===== src/rtl/math_result_buffer_pkg.sv =====
// Shared types and helpers for the math result buffer: default widths, the stored
// entry layout and the occupancy counter width.
package math_result_buffer_pkg;

  localparam int unsigned MrbW    = 32;
  localparam int unsigned MrbSeqW = 8;

  typedef struct packed {
    logic [MrbW-1:0]    q;
    logic               rmd;
    logic [MrbSeqW-1:0] seq;
  } mrb_entry_t;

  // Occupancy must represent 0..depth inclusive.
  function automatic int unsigned mrb_cnt_width(input int unsigned depth);
    return $clog2(depth) + 1;
  endfunction

endpackage


===== src/rtl/math_result_fifo_mem.sv =====
// Depth x Width register array with one synchronous write port and one
// asynchronous read port.
module math_result_fifo_mem #(
  parameter int unsigned Depth = 4,
  parameter int unsigned Width = 41,
  localparam int unsigned AddrW = $clog2(Depth)
) (
  input  logic             clk_i,
  input  logic             we_i,
  input  logic [AddrW-1:0] waddr_i,
  input  logic [Width-1:0] wdata_i,
  input  logic [AddrW-1:0] raddr_i,
  output logic [Width-1:0] rdata_o
);

  logic [Width-1:0] mem_q [Depth];

  // No reset: a slot is only read after it has been written.
  always_ff @(posedge clk_i) begin
    if (we_i) begin
      mem_q[waddr_i] <= wdata_i;
    end
  end

  assign rdata_o = mem_q[raddr_i];

endmodule


===== src/rtl/math_result_buffer.sv =====
// Captures one-cycle result pulses from the math expression unit into a small tagged
// FIFO and presents them first-word-fall-through over a valid/ready handshake.
module math_result_buffer
  import math_result_buffer_pkg::*;
#(
  parameter int unsigned W     = MrbW,
  parameter int unsigned DEPTH = 4,
  parameter int unsigned SEQ_W = MrbSeqW,
  localparam int unsigned CntW = mrb_cnt_width(DEPTH)
) (
  input  logic             clk,
  input  logic             reset,
  input  logic             in_valid,
  input  logic [W-1:0]     in_q,
  input  logic             in_rmd,
  output logic             out_valid,
  input  logic             out_ready,
  output logic [W-1:0]     out_q,
  output logic             out_rmd,
  output logic [SEQ_W-1:0] out_seq,
  output logic [CntW-1:0]  count,
  output logic             full,
  output logic             overflow,
  input  logic             ovf_clear
);

  localparam int unsigned PtrW = $clog2(DEPTH);

  typedef struct packed {
    logic [W-1:0]     q;
    logic             rmd;
    logic [SEQ_W-1:0] seq;
  } entry_t;

  logic [PtrW-1:0]  wr_ptr_q, wr_ptr_d, rd_ptr_q, rd_ptr_d;
  logic [CntW-1:0]  count_q, count_d;
  logic [SEQ_W-1:0] seq_q, seq_d;
  logic             valid_q, valid_d, full_q, full_d, ovf_q, ovf_d;
  entry_t           head_q, head_d, wr_entry, rd_entry;
  logic             push, pop, drop;

  always_comb begin
    pop      = valid_q & out_ready;
    push     = in_valid & (~full_q | pop);
    drop     = in_valid & ~push;
    wr_entry = '{q: in_q, rmd: in_rmd, seq: seq_q};

    wr_ptr_d = push ? wr_ptr_q + PtrW'(1) : wr_ptr_q;
    rd_ptr_d = pop  ? rd_ptr_q + PtrW'(1) : rd_ptr_q;
    seq_d    = push ? seq_q + SEQ_W'(1)   : seq_q;

    count_d = count_q;
    unique case ({push, pop})
      2'b10:   count_d = count_q + CntW'(1);
      2'b01:   count_d = count_q - CntW'(1);
      default: count_d = count_q;
    endcase

    valid_d = (count_d != '0);
    full_d  = (count_d == CntW'(DEPTH));
    ovf_d   = drop | (ovf_q & ~ovf_clear);

    // New head is either still in the array or being written this very cycle
    // (buffer empty after any pop); otherwise the last head is held.
    head_d = head_q;
    if (valid_d) begin
      head_d = (push && (rd_ptr_d == wr_ptr_q)) ? wr_entry : rd_entry;
    end
  end

  always_ff @(posedge clk or negedge reset) begin
    if (!reset) begin
      wr_ptr_q <= '0;
      rd_ptr_q <= '0;
      count_q  <= '0;
      seq_q    <= '0;
      valid_q  <= 1'b0;
      full_q   <= 1'b0;
      ovf_q    <= 1'b0;
      head_q   <= '0;
    end else begin
      wr_ptr_q <= wr_ptr_d;
      rd_ptr_q <= rd_ptr_d;
      count_q  <= count_d;
      seq_q    <= seq_d;
      valid_q  <= valid_d;
      full_q   <= full_d;
      ovf_q    <= ovf_d;
      head_q   <= head_d;
    end
  end

  math_result_fifo_mem #(
    .Depth (DEPTH),
    .Width ($bits(entry_t))
  ) u_mem (
    .clk_i   (clk),
    .we_i    (push),
    .waddr_i (wr_ptr_q),
    .wdata_i (wr_entry),
    .raddr_i (rd_ptr_d),
    .rdata_o (rd_entry)
  );

  assign out_valid = valid_q;
  assign out_q     = head_q.q;
  assign out_rmd   = head_q.rmd;
  assign out_seq   = head_q.seq;
  assign count     = count_q;
  assign full      = full_q;
  assign overflow  = ovf_q;

endmodule

===== config.mk =====
export PLATFORM = sky130hd
export DESIGN_NAME = math_result_buffer
export DESIGN_NICKNAME = d
export VERILOG_FILES = /design/src/rtl/math_result_buffer_pkg.sv /design/src/rtl/math_result_fifo_mem.sv /design/src/rtl/math_result_buffer.sv
export SDC_FILE = /design/constraint.sdc
export NUM_CORES = 1
export LEC_CHECK = 0
export CAP_MARGIN = 20
export CORE_MARGIN = 8
export CORE_UTILIZATION = 60
export CTS_CLUSTER_DIAMETER = 30
export DETAILED_ROUTE_END_ITERATION = 10
export PLACE_DENSITY = 0.92
export SETUP_SLACK_MARGIN = 0.4
export SLEW_MARGIN = 10
export SYNTH_ARGS = -nofsm -noshare
export SYNTH_HDL_FRONTEND = slang
export SYNTH_SLANG_ARGS = --single-unit

===== constraint.sdc =====
create_clock -name clk -period 8.4 [get_ports clk]
set_input_delay 2.1 -clock clk [delete_from_list [all_inputs] [get_ports clk]]
set_output_delay 2.1 -clock clk [all_outputs]
set_load 0.02 [all_outputs]

; Yosys cells after proc, flatten, opt, wreduce, memory -nomap -nowiden
; Memory sizes are Yosys's and may differ from the RTL's. A register that Yosys moved wholly into a read port is not among the register bits.
; Cells that the tools add are included.
[op_classes]
n_reduce_logical = 2
eq_ne = 3
bitwise = 9
n_mux = 4
addsub = 5
[op_table]
columns = operator, count
row1 = "8-bit by 1-bit adder with 8-bit output, second input constant", 1
row2 = 3-bit case mux with 2 select lines, 1
row3 = "2-bit by 1-bit adder with 2-bit output, second input constant", 2
row4 = 1-bit AND, 4
row5 = "3-bit by 1-bit adder with 3-bit output, second input constant", 1
row6 = "3-bit == test, second input constant", 1
row7 = 1-bit NOT, 3
row8 = 3-bit nonzero test, 1
row9 = "3-bit by 1-bit subtractor with 3-bit output, second input constant", 1
row10 = "2-bit by 1-bit == test with 1-bit output, second input constant", 1
row11 = "2-bit == test, second input constant", 1
row12 = 1-bit 2-to-1 mux, 2
row13 = 2-bit 2-to-1 mux, 1
row14 = 1-bit OR, 2
row15 = 1-bit logical NOT, 1
[totals]
elab_cells = 31
ff_bits = 18
in_bits = 38
ramBits = 164
out_inout_bits = 47
memories = 1
[memory_table]
columns = memory, depth, word_bits, rd, rd_ports_with_merged_regs, wr, line
row1 = u_mem.mem_q, 4, 41, 1, 1, 1, math_result_fifo_mem.sv:16  ; logic [Width-1:0] mem_q [Depth];

; Longest topological paths before layout
; Gate-level depths: netlist of the first run.
[logic_depth]
ltp_word = 6
ltp_mapped = 14
depth_no_buf = 12

; Hierarchy
; From an unflattened synthesis of the first run, not the netlist that was laid out.
[unflattened]
cells_unflattened = 421
hier_area_um2 = 9004.9
[modules_own_cells]
columns = mod, cells_each, area_each_um2, instances
row1 = math_result_fifo_mem, 219, 5998.3, 1
row2 = math_result_buffer, 202, 3006.6, 1

; Worst setup path after synthesis of the first run
; No wires, ideal clock.
[synth_timing]
path_type = in2reg
startpoint = input port out_ready
endpoint = register, netlist name out_seq[7]
path_buffers = 2
t_arrival_ps = 4853
setup_ps = 126
cell_stages = 14
setup_slack_ps = 3421
cell_sequence = nand2_2 > a21boi_0 > clkbuf_1 > inv_1 > ha_1 > fa_1 > xnor2_1 > o21ai_1 > o21ai_1 > nor2_1 > inv_1 > clkbuf_1 > and3_1 > a221o_1
[synth_between]
elab_chain_len = 6
word_cells_on_any_way = 8
[synth_lines]
columns = element, line
row1 = "start, declared", math_result_buffer.sv:17  ; input logic out_ready,
row2 = 1-bit AND *, math_result_buffer.sv:43  ; pop = valid_q & out_ready;
row3 = 1-bit OR, math_result_buffer.sv:44  ; push = in_valid & (~full_q | pop);
row4 = 1-bit AND, math_result_buffer.sv:44
row5 = 2-bit by 1-bit == test with 1-bit output / 2-bit == test (equally long branches), math_result_buffer.sv:53  ; unique case ({push, pop})
row6 = 3-bit case mux with 2 select lines *, math_result_buffer.sv:53
row7 = via count_d[2], math_result_buffer.sv:36  ; logic [CntW-1:0] count_q, count_d;
row8 = 3-bit nonzero test *, math_result_buffer.sv:59  ; valid_d = (count_d != '0);
row9 = via valid_d, math_result_buffer.sv:38  ; logic valid_q, valid_d, full_q, full_d, ovf_q, ovf_d;
; Mark *: on every way through the listed nets, which the timed path passes. The rest lies on a longest branch.
; A chain may end at the register's enable or synchronous reset.

; Worst setup path after layout of the first run
[layout_timing]
startpoint = input port out_ready
endpoint = register, netlist name out_seq[7]
[layout_between]
elab_chain_len = 6
word_cells_on_any_way = 8
[layout_lines]
columns = element, line
row1 = 1-bit AND *, math_result_buffer.sv:43
row2 = 1-bit OR, math_result_buffer.sv:44
row3 = 1-bit AND, math_result_buffer.sv:44
row4 = 2-bit by 1-bit == test with 1-bit output / 2-bit == test (equally long branches), math_result_buffer.sv:53
row5 = 3-bit case mux with 2 select lines *, math_result_buffer.sv:53
row6 = via count_d[2], math_result_buffer.sv:36
row7 = 3-bit nonzero test *, math_result_buffer.sv:59
; Marks and branches as above.

==> summary.txt, run 1 <==
Run status
  • Outcome: completed

Synth
  • Net Count, Synth: 481
  • Synth cell types: 30
  • Async S/R FF share, synth: 0.265
  • Post-synth top area share: 0.573
  • Register area share after synthesis: 0.744
  • Top FF cell, synth: edfxtp_1
  • Yosys reg bits: 223
  • Post-synth EDFFs: 164
  • Synthesized area: 0.00860 mm^2
  • Yosys warnings: 0
  • Area leader, netlist: edfxtp_1
  • Mean Syn Cell Area: 19.7 um^2
  • Synth top area cells: edfxtp_1, dfrtp_1, mux4_2
  • Post-synthesis instance total: 436

Power and ir drop
  • Gate power share: 0.379
  • Sw Share: 0.326
  • Lkg Pwr: 0.00402 uW
  • Reg power frac: 0.342
  • Clock Power Share: 0.279
  • Peak supply drop: 0.318 mV
  • Power Internal: around 3500 uW
  • Switch Pwr: between 1500 and 2000 uW
  • Power density cells: 468 mW/mm^2

Timing
  • Slew at the pin closest to its max-slew limit: approximately 0.96 ns
  • Maximum clock frequency: 173 MHz
  • Tmin final: about 5.8 ns
  • Setup violators final: 0
  • Final clock skew: 0.0147 ns
  • RSZ-0062 raised after global routing: false
  • Setup TNS: 0 ns
  • Final period util: 0.687
  • Final Max Slew Viols: 0
  • Fin. Hold Viols: 0
  • Slew margin rel.: 0.361

Place
  • Port bufs: 84
  • Routability Congestion: 0.727
  • Final HPWL from detailed placement: 11300 um

Setup path
  • CP max FO: 27
  • CP required: roughly 9 ns
  • Slowest cell delay on critical path: 0.52 ns
  • Kind of critical path: input pin to flip-flop
  • Crit start category: input pin
  • Crit path cell chain: clkdlybuf4s50_1 -> nand2_2 -> a21boi_0 -> buf_4 -> inv_1 -> ha_1 -> fa_1 -> xnor2_1 -> o21ai_1 -> o21ai_1 -> nor2_4 -> inv_1 -> buf_16 -> and3_1 -> a221o_1
  • CP endpoint kind: flip-flop
  • Arrival time at the worst endpoint: 6.14 ns
  • Crit-path slowest cell: clkdlybuf4s50_1

Final layout
  • Fill cell count: 675
  • Final Util: 0.785
  • Reg area: 0.00640 mm^2
  • Multi-input logic area: 0.00209 mm^2
  • Layout cells sized above 1: 0.218
  • Layout area overhead: 27.3%
  • Nets: 588
  • Inserted Diodes: 0

Routing
  • DR pass1 iterations: 5
  • Vias: 4933
  • Avg WL per Cell: 27.3 um
  • Final WL: 20400 um
  • Routed Antenna Nets: 0
  • DRC: 0
  • Via/cell ratio: 6.59
  • DRT iter0 DRCs: 555

Global routing
  • Aggregate global-route resource usage: 0.227
  • Vias in the first global route: ~5300
  • First-pass GRT wire length: between 30000 and 40000 um
  • Largest net degree at the start of global routing: 60
  • Initial antenna violation count: 0
  • Grt total ovfl: 0

Clock network
  • Total CTS buffers: 34
  • Resize count post-CTS: 0
  • Post-CTS Setup Bufs: 0
  • CTS Hold Bufs: 0
  • Clock root buffer: clkbuf_16
  • Clock Sinks: 223
  • Longest Clk Path Bufs: 3
  • Clk slew on worst S/H paths: approximately 0.060 ns
  • Clk Latency, worst-skew pair: about 0.49 ns
  • H-tree depth: 2
  • CTS tree: yes

Flow run
  • Max cap viols: 0

Floorplanning
  • FP Rows: 43
  • Initial Util: 0.617
  • Height of the chip: 136 um
  • IO Count: 85
  • Die ar.: approximately 0.018 mm^2
  • DIE WIDTH: 136 um
  • Core ar.: 0.0139 mm^2

Worst hold path
  • Hold Crit Class: flip-flop to flip-flop
placed cells by master, fill, tap and decap left out, types with 2 or more instances in the layout:
cell type and count:
dfrtp_1 59, mux4_2 39, mux4_1 2, inv_6 4, mux2_2 3, clkbuf_16 35, clkinvlp_4 4, clkinv_2 6
buf_4 5, o21ai_0 2, bufinv_16 5, clkinv_4 3, nand3_1 2, nand2_1 4, xor2_1 3, a221o_1 41
nand4_1 3, edfxtp_1 164, xnor2_1 10, clkdlybuf4s50_1 83, and3_1 42, ha_1 6, buf_16 2, nor2_1 4
o21ai_1 2, and2_2 4, nor3b_1 2, inv_1 7, buf_12 5, clkbuf_1 4
power groups by stage:
stage,clock network (uW),registers (uW),logic (uW)
floorplan,0,1830,1120
global placement,0,1730,1730
detailed placement,0,1750,1860
CTS,1440,1750,1920
global route,1490,1780,2070
finish,1430,1750,1940
through the flow:
step           hold slack [ns]  worst slack, ns  total power, uW  cell area [um^2]  std cells
4_1_cts                  0.513             1.59             5100             10900        745
6_report                 0.507             2.63             5120             10900        748
3_3_place_gp             0.500             1.47             3460              9620        680
5_1_grt                  0.522             2.50             5330             10900        748
2_1_floorplan            0.505             3.42             2950              8600        436
3_5_place_dp             0.501             1.19             3620              9700        684
cell type report:
type,instances,share of cell area
Tap cell,180,0.0206
Clock inverter,21,0.0244
Sequential cell,223,0.585
Timing Repair Buffer,96,0.0940
Multi-Input combinational cell,180,0.191
Inverter,8,0.00286
Clock buffer,40,0.0827
path summary, 6_finish.rpt:
path	endpoint	slack, ns	depth (start not counted)	start
min reg2reg	out_q[10]	0.51	1	out_q[10]
min in group asynchronous	full	1.79	2	reset
max reg2reg	out_seq[7]	4.32	14	out_valid
max	out_seq[7]	2.63	15	out_ready
max in group asynchronous	out_q[31]	6.05	2	reset
min	out_q[10]	0.51	1	out_q[10]
sequential cells by signal, summed over array words and instances (netlist names):
signal,flops
out_rmd,1
full,1
seq_q,8
rd_ptr_q,2
out_valid,1
overflow,1
count,3
u_mem.mem_q,164
wr_ptr_q,2
out_seq,8
out_q,32
per-layer routing:
metal	GRT usage	share of wire	up-vias
met5	0	0	-
met4	0.0728	0.018	0
met3	0.0705	0.089	38
met2	0.371	0.51	324
met1	0.284	0.38	2558
li1	-	-	2013
critical path: cells and delay by family:
family / cells / cell delay, ns
AOI/OAI and AO/OA: 4 / 1.11
and+or+nand+nor: 3 / 0.62
adders and majority gates: 2 / 0.64
xor gates and xnor gates: 1 / 0.19
buffers and inverters: 5 / 1.45
Yosys cell counts, types with 5 or more instances:
master,instances
a221o_1,41
and3_1,42
clkbuf_1,17
dfrtp_1,59
edfxtp_1,164
ha_1,6
inv_1,7
mux4_2,39
nor2_1,5
xnor2_1,11
kinds of logic (layout without fill, tap and decap cells):
family,count (synthesis),in the layout,share of synthesized area
AO/OA/AOI/OAI,49,49,0.0531
XOR/XNOR,15,15,0.0162
adder cells (fa/ha/maj),7,7,0.0111
buffers and inverters,33,165,0.0186
flip-flops,223,223,0.744
multiplexers,44,44,0.112
AND/OR/NAND/NOR,65,65,0.0445
(Power assumes the default switching activity.)
==> run 2: changes to the inputs <==
Settings changed: CORE_UTILIZATION 60 to 51, PLACE_DENSITY 0.92 to 0.84.
Clock period 8.4 ns to 5.3 ns, I/O delays scaled along.
==> run 2 against run 1 <==
Sequential power grew 57%. First-iteration DRC count down 42%. Non-clock buffer count rose by 1. Count of clock-buffer cells in the layout up 5. Hold slack gained 0.0033 ns. Via count decreased by 4.4%. Register-to-register slack worse by 2.6 ns. Wire length down 5.9%. Critical path type unchanged. Largest power group unchanged.
==> summary.txt, run 2 (synthesized netlist as in run 1, its figures left out) <==
Setup path
  • Arrival time at the worst endpoint: 4.84 ns
  • Crit-path slowest cell: clkdlybuf4s50_1
  • CP max FO: 22
  • Kind of critical path: input pin to flip-flop
  • RR Startpoint: out_valid
  • CP required: 5.67 ns
  • R2R setup slack: approximately 1.7 ns
  • Critical Path Source: out_ready
  • Crit start category: input pin
  • Crit path cell chain: clkdlybuf4s50_1 -> nand2_2 -> a21boi_0 -> inv_1 -> ha_1 -> fa_1 -> xnor2_1 -> o21ai_1 -> o21ai_1 -> nor2_4 -> inv_1 -> buf_16 -> and3_1 -> a221o_1
  • Cell family with most CP delay: buffers and inverters
  • Slowest cell delay on critical path: 0.53 ns
  • RR Endpoint: out_seq[1]
  • WP buf/inv: 4
  • CP endpoint kind: flip-flop
  • Worst reg2reg path depth: 13

Timing
  • Setup TNS: 0 ns
  • Slew margin rel.: 0.447
  • Tmin final: 4.46 ns
  • Setup violators final: 0
  • Fin. Hold Viols: 0
  • Final Max Slew Viols: 0
  • RSZ-0062 raised after global routing: false
  • Final period util: 0.842
  • Final clock skew: 0.0157 ns
  • Maximum clock frequency: 224 MHz
  • Slew at the pin closest to its max-slew limit: roughly 0.83 ns

Final layout
  • Most flops, register: u_mem.mem_q
  • Layout cells sized above 1: 0.217
  • Layout area overhead: 27.3%
  • Commonest non-fill, non-tap cells in the layout: edfxtp_1, clkdlybuf4s50_1, dfrtp_1
  • Nets: 590
  • Most common cell after layout, fill and taps aside: edfxtp_1
  • Max reg flops: 164
  • Fin area: 0.0109 mm^2
  • Final Util: 0.662
  • Inserted Diodes: 0

Flow run
  • Max cap viols: 0

Floorplanning
  • Core ar.: approximately 0.017 mm^2
  • DIE WIDTH: 146 um
  • Die ar.: between 0.02 and 0.025 mm^2
  • IO Count: 85
  • Initial Util: 0.520
  • Height of the chip: 146 um
  • FP Rows: 47

Clock network
  • Clk slew on worst S/H paths: 0.05 ns
  • Total CTS buffers: 35
  • Clk Latency, worst-skew pair: 0.50 ns
  • Clock Sinks: 223
  • H-tree depth: 2
  • Post-CTS Setup Bufs: 0
  • CTS tree: yes
  • Longest Clk Path Bufs: 3
  • Resize count post-CTS: 0
  • CTS Hold Bufs: 0
  • Clock root buffer: clkbuf_16

Power and ir drop
  • Switch Pwr: roughly 2500 uW
  • Lkg Pwr: 0.00402 uW
  • Clock Power Share: 0.287
  • Reg power frac: 0.345
  • Power Internal: 5450 uW
  • Peak supply drop: 0.364 mV
  • Power density cells: 729 mW/mm^2
  • Sw Share: 0.317
  • Gate power share: 0.369

Routing
  • Final WL: about 19000 um
  • Via/cell ratio: around 6.0
  • DR pass1 iterations: 4
  • DRC: 0
  • DRT iter0 DRCs: 323
  • Avg WL per Cell: 24.3 um
  • Routed Antenna Nets: 0
  • Vias: 4715

Worst hold path
  • Hold depth: 1
  • Hold_sp: out_q[16]
  • Hold Crit Class: flip-flop to flip-flop
  • Hold Path End: out_q[16]

Global routing
  • Vias in the first global route: ~5300
  • First-pass GRT wire length: 30200 um
  • Largest net degree at the start of global routing: 60
  • Grt total ovfl: 0
  • Initial antenna violation count: 0
  • Aggregate global-route resource usage: 0.185

Place
  • Placed cell area: just under 0.01 mm^2
  • Routability Congestion: 0.782
  • Final HPWL from detailed placement: approximately 11000 um
  • Port bufs: 84

Run status
  • Outcome: completed
-- run 2: final cells by class --
type                       instances  area [um^2]
sequential                       223         6400
fill                            1043         5580
multi-input combinational        180         2090
clock buffer                      45          986
timing repair buffer              97          953
tap                              220          275
clock inverter                    18          211
inverter                           8         31.3
-- run 2: layer usage --
layer / track usage / routed length [um]
met1: 0.214 / 7540
met2: 0.322 / 10100
met3: 0.0476 / 1060
met4: 0.0729 / 526
met5: 0 / 0
-- run 2: per-stage QoR --
| step | total power (uW) | instances | setup slack, ns | hold WS, ns |
|---|---|---|---|---|
| 6_report | 7980 | 791 | 0.837 | 0.511 |
| 5_1_grt | 8350 | 791 | 0.642 | 0.526 |
| 4_1_cts | 8060 | 791 | 0.837 | 0.515 |
| 3_5_place_dp | 5700 | 728 | 0.400 | 0.502 |
| 3_3_place_gp | 5550 | 727 | 0.297 | 0.494 |
| 2_1_floorplan | 4680 | 436 | 1.10 | 0.505 |
-- run 2: power by group through the flow --
stage / Sequential, uW / Combinational, uW / Clock, uW
3_5_place_dp: 2760 / 2940 / 0
4_1_cts: 2750 / 2990 / 2320
6_report: 2750 / 2940 / 2290
2_1_floorplan: 2900 / 1780 / 0
3_3_place_gp: 2730 / 2820 / 0
5_1_grt: 2790 / 3160 / 2400
-- run 2: worst max-delay path by stage --
stage,cells after the start,end,slack (ns)
after floorplan,14,out_seq[7],1.10
after global placement,13,out_q[1],0.30
after detailed placement,14,out_seq[7],0.40
after CTS,14,out_seq[1],0.84
after global routing,14,out_seq[1],0.64
final,14,out_seq[1],0.84
